`config.mk`:
```
export PLATFORM = sky130hd
export DESIGN_NAME = hamming_minmax_engine
export DESIGN_NICKNAME = d
export VERILOG_FILES = /design/src/rtl/hamming_minmax_engine.sv
export SDC_FILE = /design/constraint.sdc
export NUM_CORES = 1
export LEC_CHECK = 0
export CAP_MARGIN = 40
export CORE_ASPECT_RATIO = 0.9
export CORE_MARGIN = 3
export CORE_UTILIZATION = 32
export DETAILED_ROUTE_END_ITERATION = 10
export HOLD_SLACK_MARGIN = 0.02
export PLACE_DENSITY_LB_ADDON = 0.08
export REMOVE_ABC_BUFFERS = 1
export SLEW_MARGIN = 20
export SYNTH_ARGS = -nofsm -noshare
export SYNTH_HDL_FRONTEND = slang
export SYNTH_SLANG_ARGS = --single-unit
```
`constraint.sdc`:
```
create_clock -name clk -period 8.8 [get_ports clk]
set_input_delay 1.32 -clock clk [delete_from_list [all_inputs] [get_ports clk]]
set_output_delay 1.32 -clock clk [all_outputs]
set_load 0.02 [all_outputs]
```
`src/rtl/hamming_minmax_engine.sv`:
```
// Hamming min/max engine: loads N operands from byte memory, sweeps every pair once, writes results back.
// Define HAM_PAIR_WRITEBACK_EN to also write the four pair indices after the two distances.

module hamming_minmax_engine #(
  parameter int DW          = 16,
  parameter int N           = 32,
  parameter int AW          = 8,
  parameter int BASE        = 0,
  parameter int RESULT_ADDR = 64,
  localparam int BPW = DW / 8,
  localparam int DSW = $clog2(DW + 1),
  localparam int IW  = (N > 1) ? $clog2(N) : 1
) (
  input  logic           clk,
  input  logic           reset,
  input  logic           start,
  output logic           busy,
  output logic           done,
  output logic [AW-1:0]  mem_addr,
  output logic           mem_rd_en,
  input  logic [7:0]     mem_rd_data,
  output logic           mem_wr_en,
  output logic [7:0]     mem_wr_data,
  output logic [DSW-1:0] min_dist,
  output logic [DSW-1:0] max_dist,
  output logic [IW-1:0]  min_a,
  output logic [IW-1:0]  min_b,
  output logic [IW-1:0]  max_a,
  output logic [IW-1:0]  max_b
);

  localparam int NB  = N * BPW;
  localparam int CW  = $clog2(NB + 1);
  localparam int BCW = (BPW > 1) ? $clog2(BPW) : 1;
  localparam int WCW = 3;
`ifdef HAM_PAIR_WRITEBACK_EN
  localparam int WN  = 6;
`else
  localparam int WN  = 2;
`endif

  localparam logic [CW-1:0]  NB_C       = CW'(NB);
  localparam logic [BCW-1:0] LAST_BYTE  = BCW'(BPW - 1);
  localparam logic [IW-1:0]  LAST_IDX   = IW'(N - 1);
  localparam logic [IW-1:0]  LAST_J     = IW'(N - 2);
  localparam logic [WCW-1:0] LAST_WRITE = WCW'(WN - 1);
  localparam logic [DSW-1:0] DIST_INIT  = DSW'(DW);

  typedef enum logic [2:0] {S_IDLE, S_LOAD, S_COMPARE, S_WRITE, S_DONE} state_e;

  state_e         state_q, state_d;
  logic [CW-1:0]  cnt_q, cnt_d;
  logic [IW-1:0]  cap_idx_q, cap_idx_d;
  logic [BCW-1:0] cap_byte_q, cap_byte_d;
  logic [IW-1:0]  j_q, j_d, k_q, k_d;
  logic [WCW-1:0] wr_cnt_q, wr_cnt_d;
  logic [DSW-1:0] min_dist_q, min_dist_d, max_dist_q, max_dist_d;
  logic [IW-1:0]  min_a_q, min_a_d, min_b_q, min_b_d;
  logic [IW-1:0]  max_a_q, max_a_d, max_b_q, max_b_d;
  logic [DW-1:0]  op_q [N];
  logic           op_we;
  logic [DSW-1:0] pair_dist;
  logic           last_pair;

  function automatic logic [DSW-1:0] popcount(input logic [DW-1:0] v);
    logic [DSW-1:0] c;
    c = '0;
    for (int i = 0; i < DW; i++) c = c + DSW'(v[i]);
    return c;
  endfunction

  assign pair_dist = popcount(op_q[j_q] ^ op_q[k_q]);
  assign last_pair = (j_q == LAST_J) && (k_q == LAST_IDX);

  always_comb begin
    // NOTE: every _d starts from its current value, so no branch below can leave one unassigned and infer a latch.
    state_d    = state_q;
    cnt_d      = cnt_q;
    cap_idx_d  = cap_idx_q;
    cap_byte_d = cap_byte_q;
    j_d        = j_q;
    k_d        = k_q;
    wr_cnt_d   = wr_cnt_q;
    min_dist_d = min_dist_q;
    max_dist_d = max_dist_q;
    min_a_d    = min_a_q;
    min_b_d    = min_b_q;
    max_a_d    = max_a_q;
    max_b_d    = max_b_q;
    op_we      = 1'b0;

    case (state_q)
      S_IDLE, S_DONE: begin
        if (start) begin
          state_d    = S_LOAD;
          cnt_d      = '0;
          cap_idx_d  = '0;
          cap_byte_d = '0;
          j_d        = '0;
          k_d        = IW'(1);
          wr_cnt_d   = '0;
          min_dist_d = DIST_INIT;
          max_dist_d = '0;
          min_a_d    = '0;
          min_b_d    = '0;
          max_a_d    = '0;
          max_b_d    = '0;
        end
      end
      S_LOAD: begin
        cnt_d = cnt_q + CW'(1);
        // Read data trails the address by one cycle, so capture lags the issue counter by one.
        if (cnt_q != '0) begin
          op_we = 1'b1;
          if (cap_byte_q == LAST_BYTE) begin
            cap_byte_d = '0;
            cap_idx_d  = cap_idx_q + IW'(1);
          end else begin
            cap_byte_d = cap_byte_q + BCW'(1);
          end
        end
        if (cnt_q == NB_C) state_d = (N < 2) ? S_WRITE : S_COMPARE;
      end
      S_COMPARE: begin
        if (pair_dist < min_dist_q) begin
          min_dist_d = pair_dist;
          min_a_d    = j_q;
          min_b_d    = k_q;
        end
        if (pair_dist > max_dist_q) begin
          max_dist_d = pair_dist;
          max_a_d    = j_q;
          max_b_d    = k_q;
        end
        if (last_pair) begin
          state_d = S_WRITE;
        end else if (k_q == LAST_IDX) begin
          j_d = j_q + IW'(1);
          k_d = j_q + IW'(2);
        end else begin
          k_d = k_q + IW'(1);
        end
      end
      S_WRITE: begin
        wr_cnt_d = wr_cnt_q + WCW'(1);
        if (wr_cnt_q == LAST_WRITE) state_d = S_DONE;
      end
      default: state_d = S_IDLE;
    endcase
  end

  always_ff @(posedge clk) begin
    // NOTE: sequential state uses non-blocking assignments so every register samples pre-edge values.
    if (reset) begin
      state_q    <= S_IDLE;
      cnt_q      <= '0;
      cap_idx_q  <= '0;
      cap_byte_q <= '0;
      j_q        <= '0;
      k_q        <= '0;
      wr_cnt_q   <= '0;
      min_dist_q <= DIST_INIT;
      max_dist_q <= '0;
      min_a_q    <= '0;
      min_b_q    <= '0;
      max_a_q    <= '0;
      max_b_q    <= '0;
    end else begin
      state_q    <= state_d;
      cnt_q      <= cnt_d;
      cap_idx_q  <= cap_idx_d;
      cap_byte_q <= cap_byte_d;
      j_q        <= j_d;
      k_q        <= k_d;
      wr_cnt_q   <= wr_cnt_d;
      min_dist_q <= min_dist_d;
      max_dist_q <= max_dist_d;
      min_a_q    <= min_a_d;
      min_b_q    <= min_b_d;
      max_a_q    <= max_a_d;
      max_b_q    <= max_b_d;
    end
  end

  // NOTE: the operand cache is not reset; LOAD rewrites every entry before COMPARE reads any of them.
  always_ff @(posedge clk) begin
    if (op_we && !reset) op_q[cap_idx_q] <= (op_q[cap_idx_q] << 8) | DW'(mem_rd_data);
  end

  always_comb begin
    busy        = (state_q == S_LOAD) || (state_q == S_COMPARE) || (state_q == S_WRITE);
    done        = (state_q == S_DONE);
    mem_rd_en   = 1'b0;
    mem_wr_en   = 1'b0;
    mem_addr    = '0;
    mem_wr_data = '0;
    case (state_q)
      S_LOAD: begin
        if (cnt_q < NB_C) begin
          mem_rd_en = 1'b1;
          mem_addr  = AW'(BASE) + AW'(cnt_q);
        end
      end
      S_WRITE: begin
        // Synchronous reset must also cancel the write that would land on the same edge.
        mem_wr_en = !reset;
        mem_addr  = AW'(RESULT_ADDR) + AW'(wr_cnt_q);
        case (wr_cnt_q)
          3'd0:    mem_wr_data = 8'(min_dist_q);
          3'd1:    mem_wr_data = 8'(max_dist_q);
`ifdef HAM_PAIR_WRITEBACK_EN
          3'd2:    mem_wr_data = 8'(min_a_q);
          3'd3:    mem_wr_data = 8'(min_b_q);
          3'd4:    mem_wr_data = 8'(max_a_q);
          3'd5:    mem_wr_data = 8'(max_b_q);
`endif
          default: mem_wr_data = '0;
        endcase
      end
      default: ;
    endcase
  end

  assign min_dist = min_dist_q;
  assign max_dist = max_dist_q;
  assign min_a    = min_a_q;
  assign min_b    = min_b_q;
  assign max_a    = max_a_q;
  assign max_b    = max_b_q;

endmodule
```
* After elaboration in Yosys (flattened, before gate mapping)
Memories as Yosys holds them, arrays and structs flattened. A register that Yosys moved wholly into a read port is not among the register bits.
Cells that the tools add are included.
** Word-level totals
- Bits in registers :: 59
- Bits in latches :: 0
- RAM bits :: 512
- ROM bits :: 0
- Bits of input ports :: 11
- Output and inout bits :: 50
- Logic and storage cells :: 135
- Memories :: 1
** Operators by class
- Add/sub/neg operators :: 23
- $mul :: 0
- Div/mod/pow operators :: 0
- Order comparisons :: 3
- Eq/ne operators :: 18
- Shifts and indexed selects :: 0
- Multiplexer cells :: 54
- Bitwise logic cells :: 2
- Reductions and logical operators :: 21
** Memories
- op_q :: words 32, bits a word 16, read ports 3, clocked after Yosys merged registers in 3, write ports 1, line 60 : logic [DW-1:0] op_q [N];
** Operators with widths (number)
- 5-bit two-way mux :: 22
- 5-bit one-hot mux with 2 select lines :: 10
- 5-bit by 1-bit adder with 5-bit output :: 11
- 2-bit != test, second input constant :: 10
- 16-bit by 8-bit bitwise OR with 16-bit output :: 1
- 8-bit one-hot mux with 2 select lines :: 1
- 16-bit bitwise XOR :: 1
- 5-bit by 1-bit adder with 5-bit output, second input constant :: 3
- 3-bit two-way mux :: 5
- 7-bit two-way mux :: 2
- 7-bit one-hot mux with 2 select lines :: 1
- 3-bit one-hot mux with 4 select lines :: 1
- 3-bit AND reduction :: 4
- 4-bit AND reduction :: 3
- 5-bit == test, second input constant :: 2
- 1-bit two-way mux :: 10
- 7-bit by 3-bit adder with 8-bit output, first input constant :: 1
- 7-bit by 1-bit adder with 7-bit output, second input constant :: 1
- 7-bit == test, second input constant :: 1
- 7-bit < comparator, second input constant :: 1
- 7-bit nonzero test :: 1
- 3-bit by 1-bit == test with 1-bit output, second input constant :: 2
- 3-bit by 2-bit == test with 1-bit output, second input constant :: 2
- 3-bit logical NOT :: 2
- 18 further kinds :: 23

* Logic depth before layout (Yosys ltp)
Gate-level depths: netlist of run 1.
- Depth after elaboration :: 19
- Mapped depth :: 28
- Gate-level depth less buffers :: 23

* Least setup slack after synthesis of run 1
OpenSTA, ideal clock, no wires.
- Path kind :: register -> register
- Start :: reg with a tool-made name
- End :: reg max_a_q[0], in the netlist max_a[0]
- Setup time :: 0.128 ns
- Arrival time :: 6.554 ns
- Data required time :: 8.672 ns
- Path slack :: 2.118 ns
- Cell stages (with the launch flop) :: 24
- Path buffers :: 4
- Period minus slack after synthesis :: 6.682 ns
- Cells stage by stage :: dfxtp_1 > clkbuf_1 > clkbuf_1 > mux4_2 > mux4_2 > mux2i_1 > xnor2_1 > fa_1 > fa_1 > fa_1 > fa_1 > ha_1 > inv_1 > fa_1 > xnor2_1 > ha_1 > and3_1 > and3_1 > a311o_1 > and2_1 > clkbuf_1 > clkbuf_1 > a22oi_1 > nor2_1
** RTL lines
- to (signal assigned) :: line 180 : max_a_q <= max_a_d;
- to (decl) :: line 59 : logic [IW-1:0] max_a_q, max_a_d, max_b_q, max_b_d;

==> impl_metrics.env, run 1 <==
export IMPL_regArea_um2=16900
export IMPL_critical_path_max_stage_delay_ps=650
export IMPL_hold_buffers=0
export IMPL_drive_gt1_frac=0.357
export IMPL_cts_clk_slew_worst_paths_ps=60
export IMPL_fillers=8200
export IMPL_area_growth_pct=17.4
export IMPL_synthesis_yosys_warnings=0
export IMPL_cp_start_kind="register"
export IMPL_slowest_stage="fa_1"
export IMPL_slew_violations=0
export IMPL_dpl_instance_area_um2=32200
export IMPL_hold_path_end="min_a[1]"
export IMPL_die_height_um=293
export IMPL_multi_input_area_um2=12000
export IMPL_cts_buffer_depth=3
export IMPL_gr_total_overflow=0
export IMPL_path_max_fanout=30
export IMPL_min_path_type="register to register"
export IMPL_gp_congestion=0.771
export IMPL_crit_path_end_kind="register"
export IMPL_totalWireLength_um=99300
export IMPL_path_cells="buf_12 -> mux4_2 -> mux4_2 -> mux2i_1 -> xnor2_1 -> fa_1 -> fa_1 -> fa_1 -> fa_1 -> ha_1 -> inv_1 -> fa_1 -> xnor2_1 -> ha_1 -> and3_1 -> and3_1 -> a311o_1 -> nor3_2 -> buf_4 -> a22oi_1 -> nor2_1"
export IMPL_comb_power_share=0.149
export IMPL_tritoncts="yes"
export IMPL_io_buffers=56
export IMPL_grt_usage=0.208
export IMPL_ios=61
export IMPL_synth_cells=1605
export IMPL_setup_worst_path_class="register to register"
export IMPL_p_sw_w=0.00180
export IMPL_peakVddDrop_mv=0.154
export IMPL_reg2regPathDepth=21
export IMPL_vias=17000
export IMPL_grt_max_degree=55
export IMPL_cts_htree_levels=3
export IMPL_root_buffer="clkbuf_16"
export IMPL_drc=0
export IMPL_synth_area_per_cell_um2=18.3
export IMPL_ys_seq_area_frac=0.575
export IMPL_crit_arrival_ps=8020
export IMPL_hold_violations=0
export IMPL_dp_slack_ps=1270
export IMPL_grt_pass1_wl_um=139000
export IMPL_holdPathStages=2
export IMPL_skew_ps=35.7
export IMPL_drtIter0Drc=1884
export IMPL_wl_per_cell_um=33.4
export IMPL_slew_headroom=0.429
export IMPL_finalNetCount=1751
export IMPL_mostFrequentLayoutCell="edfxtp_1"
export IMPL_antenna_found_initial=2
export IMPL_ys_ff_latch=586
export IMPL_clock_latency_ps=620
export IMPL_ys_types=49
export IMPL_p_seq_frac=0.439
export IMPL_crit_required_ps=9330
export IMPL_final_area_um2=34400
export IMPL_finalPower_w=0.00698
export IMPL_fmax_mhz=134
export IMPL_post_cts_buffers=0
export IMPL_rsz0062_at_grt="false"
export IMPL_worst_slew_pin_slew_ps=854
export IMPL_cpMostUsedCell="fa_1"
export IMPL_dieArea_um2=95400
export IMPL_core_area_um2=90200
export IMPL_rr_endpoint="max_b[1]"
export IMPL_die_w_um=325
export IMPL_min_period_ps=7490
export IMPL_timing_hold_ws_ps=502
export IMPL_finalSetupViolCount=0
export IMPL_cts_sinks=586
export IMPL_post_dp_hpwl_um=61100
export IMPL_start_util=0.325
export IMPL_syn_cell_area_um2=29300
export IMPL_p_int_w=0.00518
export IMPL_rows=104
export IMPL_max_cap_violations=0
export IMPL_drt_vias_per_instance=5.71
export IMPL_hp_start="min_a[1]"
export IMPL_first_pass_iters=5
export IMPL_synth_edf_count=512
export IMPL_layout_common_cells="edfxtp_1 (512), mux4_2 (363), nor2_1 (82)"
export IMPL_cts_repair_resized=0
export IMPL_async_flop_share=0
export IMPL_grt_pass1_vias=17600
export IMPL_reg2reg_slack_ps=1310
export IMPL_status="completed"
export IMPL_fin_ws_ps=1310
export IMPL_swShare=0.258
export IMPL_power_density_nw_per_um2=203
export IMPL_timing_final_crit_share=0.851
export IMPL_clkPwrFrac=0.412
export IMPL_cts_made_buffers=71
export IMPL_antenna_left=0
export IMPL_synthFlopType="edfxtp_1"
export IMPL_static_leakage_power_nw=10.2
## worst max-delay path, delay by kind of cell (launching register included)
kind | cells | cell delay [ps]
AO/OA/AOI/OAI | 2 | 370
XOR/XNOR | 2 | 530
adder cells (fa/ha/maj) | 7 | 3210
buffers and inverters | 3 | 620
flip-flops | 1 | 550
multiplexers | 3 | 1290
AND/OR/NAND/NOR | 4 | 760
## logic make-up after synthesis
| group | share of synthesized area |
|---|---|
| mux | 0.307 |
| other cells | 0.000128 |
| compound gates | 0.0335 |
| flops | 0.575 |
| buf+inv | 0.0242 |
| xor+xnor | 0.00836 |
| fa+ha+maj | 0.0188 |
| simple gates | 0.0334 |
## power by group through the flow
stage               Sequential [W]  Combinational, W  Clock, W
floorplan                  0.00317          0.000697         0
global placement           0.00312           0.00104         0
detailed placement         0.00312           0.00104         0
CTS                        0.00306           0.00105   0.00296
global route               0.00306           0.00115   0.00307
finish                     0.00306           0.00104   0.00288
## synth_stat cells, drive strengths merged (4+ instances only)
cell	number	area share
inv	31	0.0040
nand3	11	0.0019
a221oi	11	0.0033
mux4	363	0.28
nand3b	4	0.0010
mux2i	61	0.021
a21o	5	0.0013
clkbuf	63	0.0081
nand2	26	0.0033
fa	10	0.0068
xnor2	14	0.0042
nand2b	9	0.0019
xor2	14	0.0042
o21ai	12	0.0020
a22oi	55	0.014
nand4	4	0.00085
and2	7	0.0015
edfxtp	512	0.52
dfxtp	74	0.050
mux2	20	0.0077
nor2b	10	0.0021
o22ai	10	0.0021
a21oi	21	0.0036
buf	64	0.012
ha	28	0.012
nor3	12	0.0022
a22o	12	0.0036
nor2	115	0.015
## final cells by class
class / instances / area share
antenna: 2 / 0.000145
clock buffer: 91 / 0.0556
timing repair buffer: 148 / 0.0476
inverter: 31 / 0.00338
clock inverter: 33 / 0.00926
sequential: 586 / 0.490
tap: 1219 / 0.0443
multi-input combinational: 864 / 0.349
## registers in the layout (all words and copies together) (netlist names), named ones only
register	cells
min_a	5
max_dist	5
min_dist	5
j_q	5
min_b	5
max_a	5
state_q	3
cnt_q	7
op_q	512
cap_byte_q	1
cap_idx_q	5
max_b	5
k_q	5
wr_cnt_q	3
## worst max-delay path by stage
stage | from | endpoint | depth (start not counted)
CTS | register | max_a[3] | 21
global route | register | max_a[4] | 22
floorplan | register | min_dist[4] | 21
detailed placement | register | max_a[3] | 21
global placement | register | max_dist[4] | 20
finish | register | max_b[1] | 21
## stage by stage
step / std cells / utilization / setup TNS (ps)
after CTS: 2971 / 0.382 / 0
after global routing: 2973 / 0.382 / 0
after floorplan: 1481 / - / -76940
after detailed placement: 2847 / 0.357 / 0
after global placement: 2823 / 0.352 / 0
final: 2974 / 0.382 / 0
## per-layer routing
layer | vias to the layer above | track usage | wire [um] | share of wire
met1 | 9272 | 0.288 | 43300 | 0.44
li1 | 6976 | - | - | -
met4 | 0 | 0.0633 | 2930 | 0.029
met3 | 146 | 0.0416 | 6120 | 0.062
met5 | - | 0 | 0 | 0
met2 | 583 | 0.335 | 46900 | 0.47
Note: power is estimated with default switching activity, not from simulation.
==> inputs of run 2 (changes only) <==
Settings changed: ABC_AREA from default to 1, DONT_BUFFER_PORTS from default to 1.
==> impl_metrics.env, run 2 <==
export IMPL_core_area_um2=101000
export IMPL_slowest_stage="fa_1"
export IMPL_antenna_left=0
export IMPL_status="completed"
export IMPL_hp_start="cnt_q[3]"
export IMPL_max_cap_violations=0
export IMPL_synth_cells=4098
export IMPL_setup_worst_path_class="register to register"
export IMPL_slew_headroom=0.410
export IMPL_crit_arrival_ps=8000
export IMPL_skew_ps=24.2
export IMPL_crit_required_ps=9310
export IMPL_rr_endpoint="min_dist[4]"
export IMPL_peakVddDrop_mv=0.346
export IMPL_synth_area_per_cell_um2=7.99
export IMPL_mostFrequentLayoutCell="nand2_1"
export IMPL_hold_path_end="cnt_q[3]"
export IMPL_critical_path_max_stage_delay_ps=660
export IMPL_netlist_top_cells_area="edfxtp_1 (47%), nand2_1 (18%), nand3_1 (13%)"
export IMPL_yosys_cell_count_top_type="nand2_1"
export IMPL_start_util=0.325
export IMPL_drt_vias_per_instance=5.47
export IMPL_rows=110
export IMPL_drive_gt1_frac=0.0675
export IMPL_tritoncts="yes"
export IMPL_cts_clk_slew_worst_paths_ps=60
export IMPL_cp_start_kind="register"
export IMPL_cts_buffer_depth=3
export IMPL_timing_hold_ws_ps=491
export IMPL_synth_edf_count=512
export IMPL_clock_latency_ps=640
export IMPL_dp_slack_ps=1380
export IMPL_static_leakage_power_nw=14.0
export IMPL_swShare=0.402
export IMPL_comb_power_share=0.383
export IMPL_clkPwrFrac=0.283
export IMPL_root_buffer="clkbuf_16"
export IMPL_syn_cell_area_um2=32700
export IMPL_ys_seq_area_frac=0.515
export IMPL_area_growth_pct=11.7
export IMPL_synth_top_cell_by_area="edfxtp_1"
export IMPL_gr_total_overflow=0
export IMPL_power_density_nw_per_um2=282
export IMPL_crit_path_end_kind="register"
export IMPL_grt_max_degree=96
export IMPL_synthFlopType="edfxtp_1"
export IMPL_ys_types=41
export IMPL_critPathTopFamily="adder cells"
export IMPL_io_buffers=0
export IMPL_reg2regPathDepth=30
export IMPL_post_cts_buffers=0
export IMPL_drc=0
export IMPL_post_dp_hpwl_um=78200
export IMPL_finalNetCount=4035
export IMPL_path_max_fanout=82
export IMPL_gp_congestion=0.834
export IMPL_largest_reg_flops=512
export IMPL_wl_per_cell_um=25.0
export IMPL_drtIter0Drc=3424
export IMPL_layout_common_cells="nand2_1 (1,574), nand3_1 (830), edfxtp_1 (512)"
export IMPL_hold_buffers=0
export IMPL_fin_ws_ps=1300
export IMPL_yosys_top_cells_count="nand2_1 (1,574), nand3_1 (830), edfxtp_1 (512), nor2_1 (254), o21ai_0 (138)"
export IMPL_fillers=10500
export IMPL_timing_final_crit_share=0.852
export IMPL_totalWireLength_um=135000
export IMPL_fmax_mhz=133
export IMPL_rsz0062_at_grt="false"
export IMPL_finalSetupViolCount=0
export IMPL_cts_repair_resized=0
export IMPL_min_path_type="register to register"
export IMPL_postLayoutCoreUtil=0.363
export IMPL_die_height_um=309
export IMPL_min_period_ps=7500
export IMPL_reg2reg_slack_ps=1300
export IMPL_vias=29400
export IMPL_async_flop_share=0
export IMPL_grt_pass1_vias=27600
export IMPL_p_int_w=0.00616
export IMPL_holdPathStages=2
export IMPL_reg_top3="op_q: 512 flops, cnt_q: 7 flops"
export IMPL_ios=61
export IMPL_cts_sinks=586
export IMPL_synthesis_yosys_warnings=0
export IMPL_antenna_found_initial=4
export IMPL_hold_violations=0
export IMPL_die_w_um=343
export IMPL_dieArea_um2=106000
export IMPL_p_seq_frac=0.334
export IMPL_grt_usage=0.249
export IMPL_cts_htree_levels=3
export IMPL_yosysTopAreaCellShare=0.470
export IMPL_p_sw_w=0.00415
export IMPL_first_pass_iters=6
export IMPL_slew_violations=0
export IMPL_cp_num_buf_inv=4
export IMPL_cpMostUsedCell="nand2_1"
export IMPL_grt_pass1_wl_um=195000
export IMPL_cts_made_buffers=73
export IMPL_ys_ff_latch=586
export IMPL_top_register="op_q"
export IMPL_worst_slew_pin_slew_ps=884
run 2: how the worst max path moves through the flow:
stage | slack, ps | start | depth (start not counted) | end
final | 1300 | register | 30 | min_dist[4]
after detailed placement | 1380 | register | 30 | min_dist[4]
after CTS | 1350 | register | 30 | min_dist[4]
after global placement | 1420 | register | 30 | min_dist[4]
after floorplan | -7520 | register | 28 | min_dist[4]
after global routing | 870 | register | 29 | min_dist[4]
run 2: worst min-delay path, delay by kind of cell (launching register included):
family,cells,cell delay [ps]
compound gates,1,60
flops,1,320
simple gates,1,60
run 2: kinds of logic (layout without fill, tap and decap cells):
group / count (synthesis) / in the layout / share of synthesized area
AOI/OAI and AO/OA: 377 / 377 / 0.0709
xor gates and xnor gates: 8 / 8 / 0.00214
adders and majority gates: 38 / 38 / 0.0168
buffers and inverters: 410 / 351 / 0.0536
DFF: 586 / 586 / 0.515
other: 1 / 5 / 0.000115
and+or+nand+nor: 2678 / 2678 / 0.341
run 2: final cells by class:
cell class	instances	area (um^2)	area share
diodes	1	2.50	0.0000685
clock buffers	94	1970	0.0538
clock inverters	37	294	0.00804
inverters	114	459	0.0126
multi-input cells	3105	14200	0.389
flip-flops and latches	586	16900	0.462
well taps	1344	1680	0.0460
repair buffers	106	1050	0.0288
run 2: metrics by stage:
step | cells | TNS, ps | total power [W] | area [um^2]
5_1_grt | 5386 | 0 | 0.0110 | 36600
2_1_floorplan | 3805 | -214770 | 0.00610 | 31400
4_1_cts | 5384 | 0 | 0.0104 | 36500
3_5_place_dp | 5253 | 0 | 0.00740 | 34300
3_3_place_gp | 5250 | 0 | 0.00741 | 34200
6_report | 5387 | 0 | 0.0103 | 36600
run 2: layer usage:
layer / track usage / routed length (um) / vias to the layer above
met1: 0.370 / 63000 / 14400
li1: - / - / 13700
met4: 0.0742 / 3880 / 2
met5: 0 / 13 / -
met2: 0.374 / 58100 / 1190
met3: 0.0378 / 9830 / 206
run 2: power groups by stage:
stage                     Clock [W]  Combinational (W)  Sequential, W
after global placement            0            0.00391        0.00350
final                       0.00292            0.00394        0.00344
after CTS                   0.00299            0.00392        0.00344
after global routing        0.00311            0.00441        0.00345
after detailed placement          0            0.00391        0.00350
after floorplan                   0            0.00252        0.00358
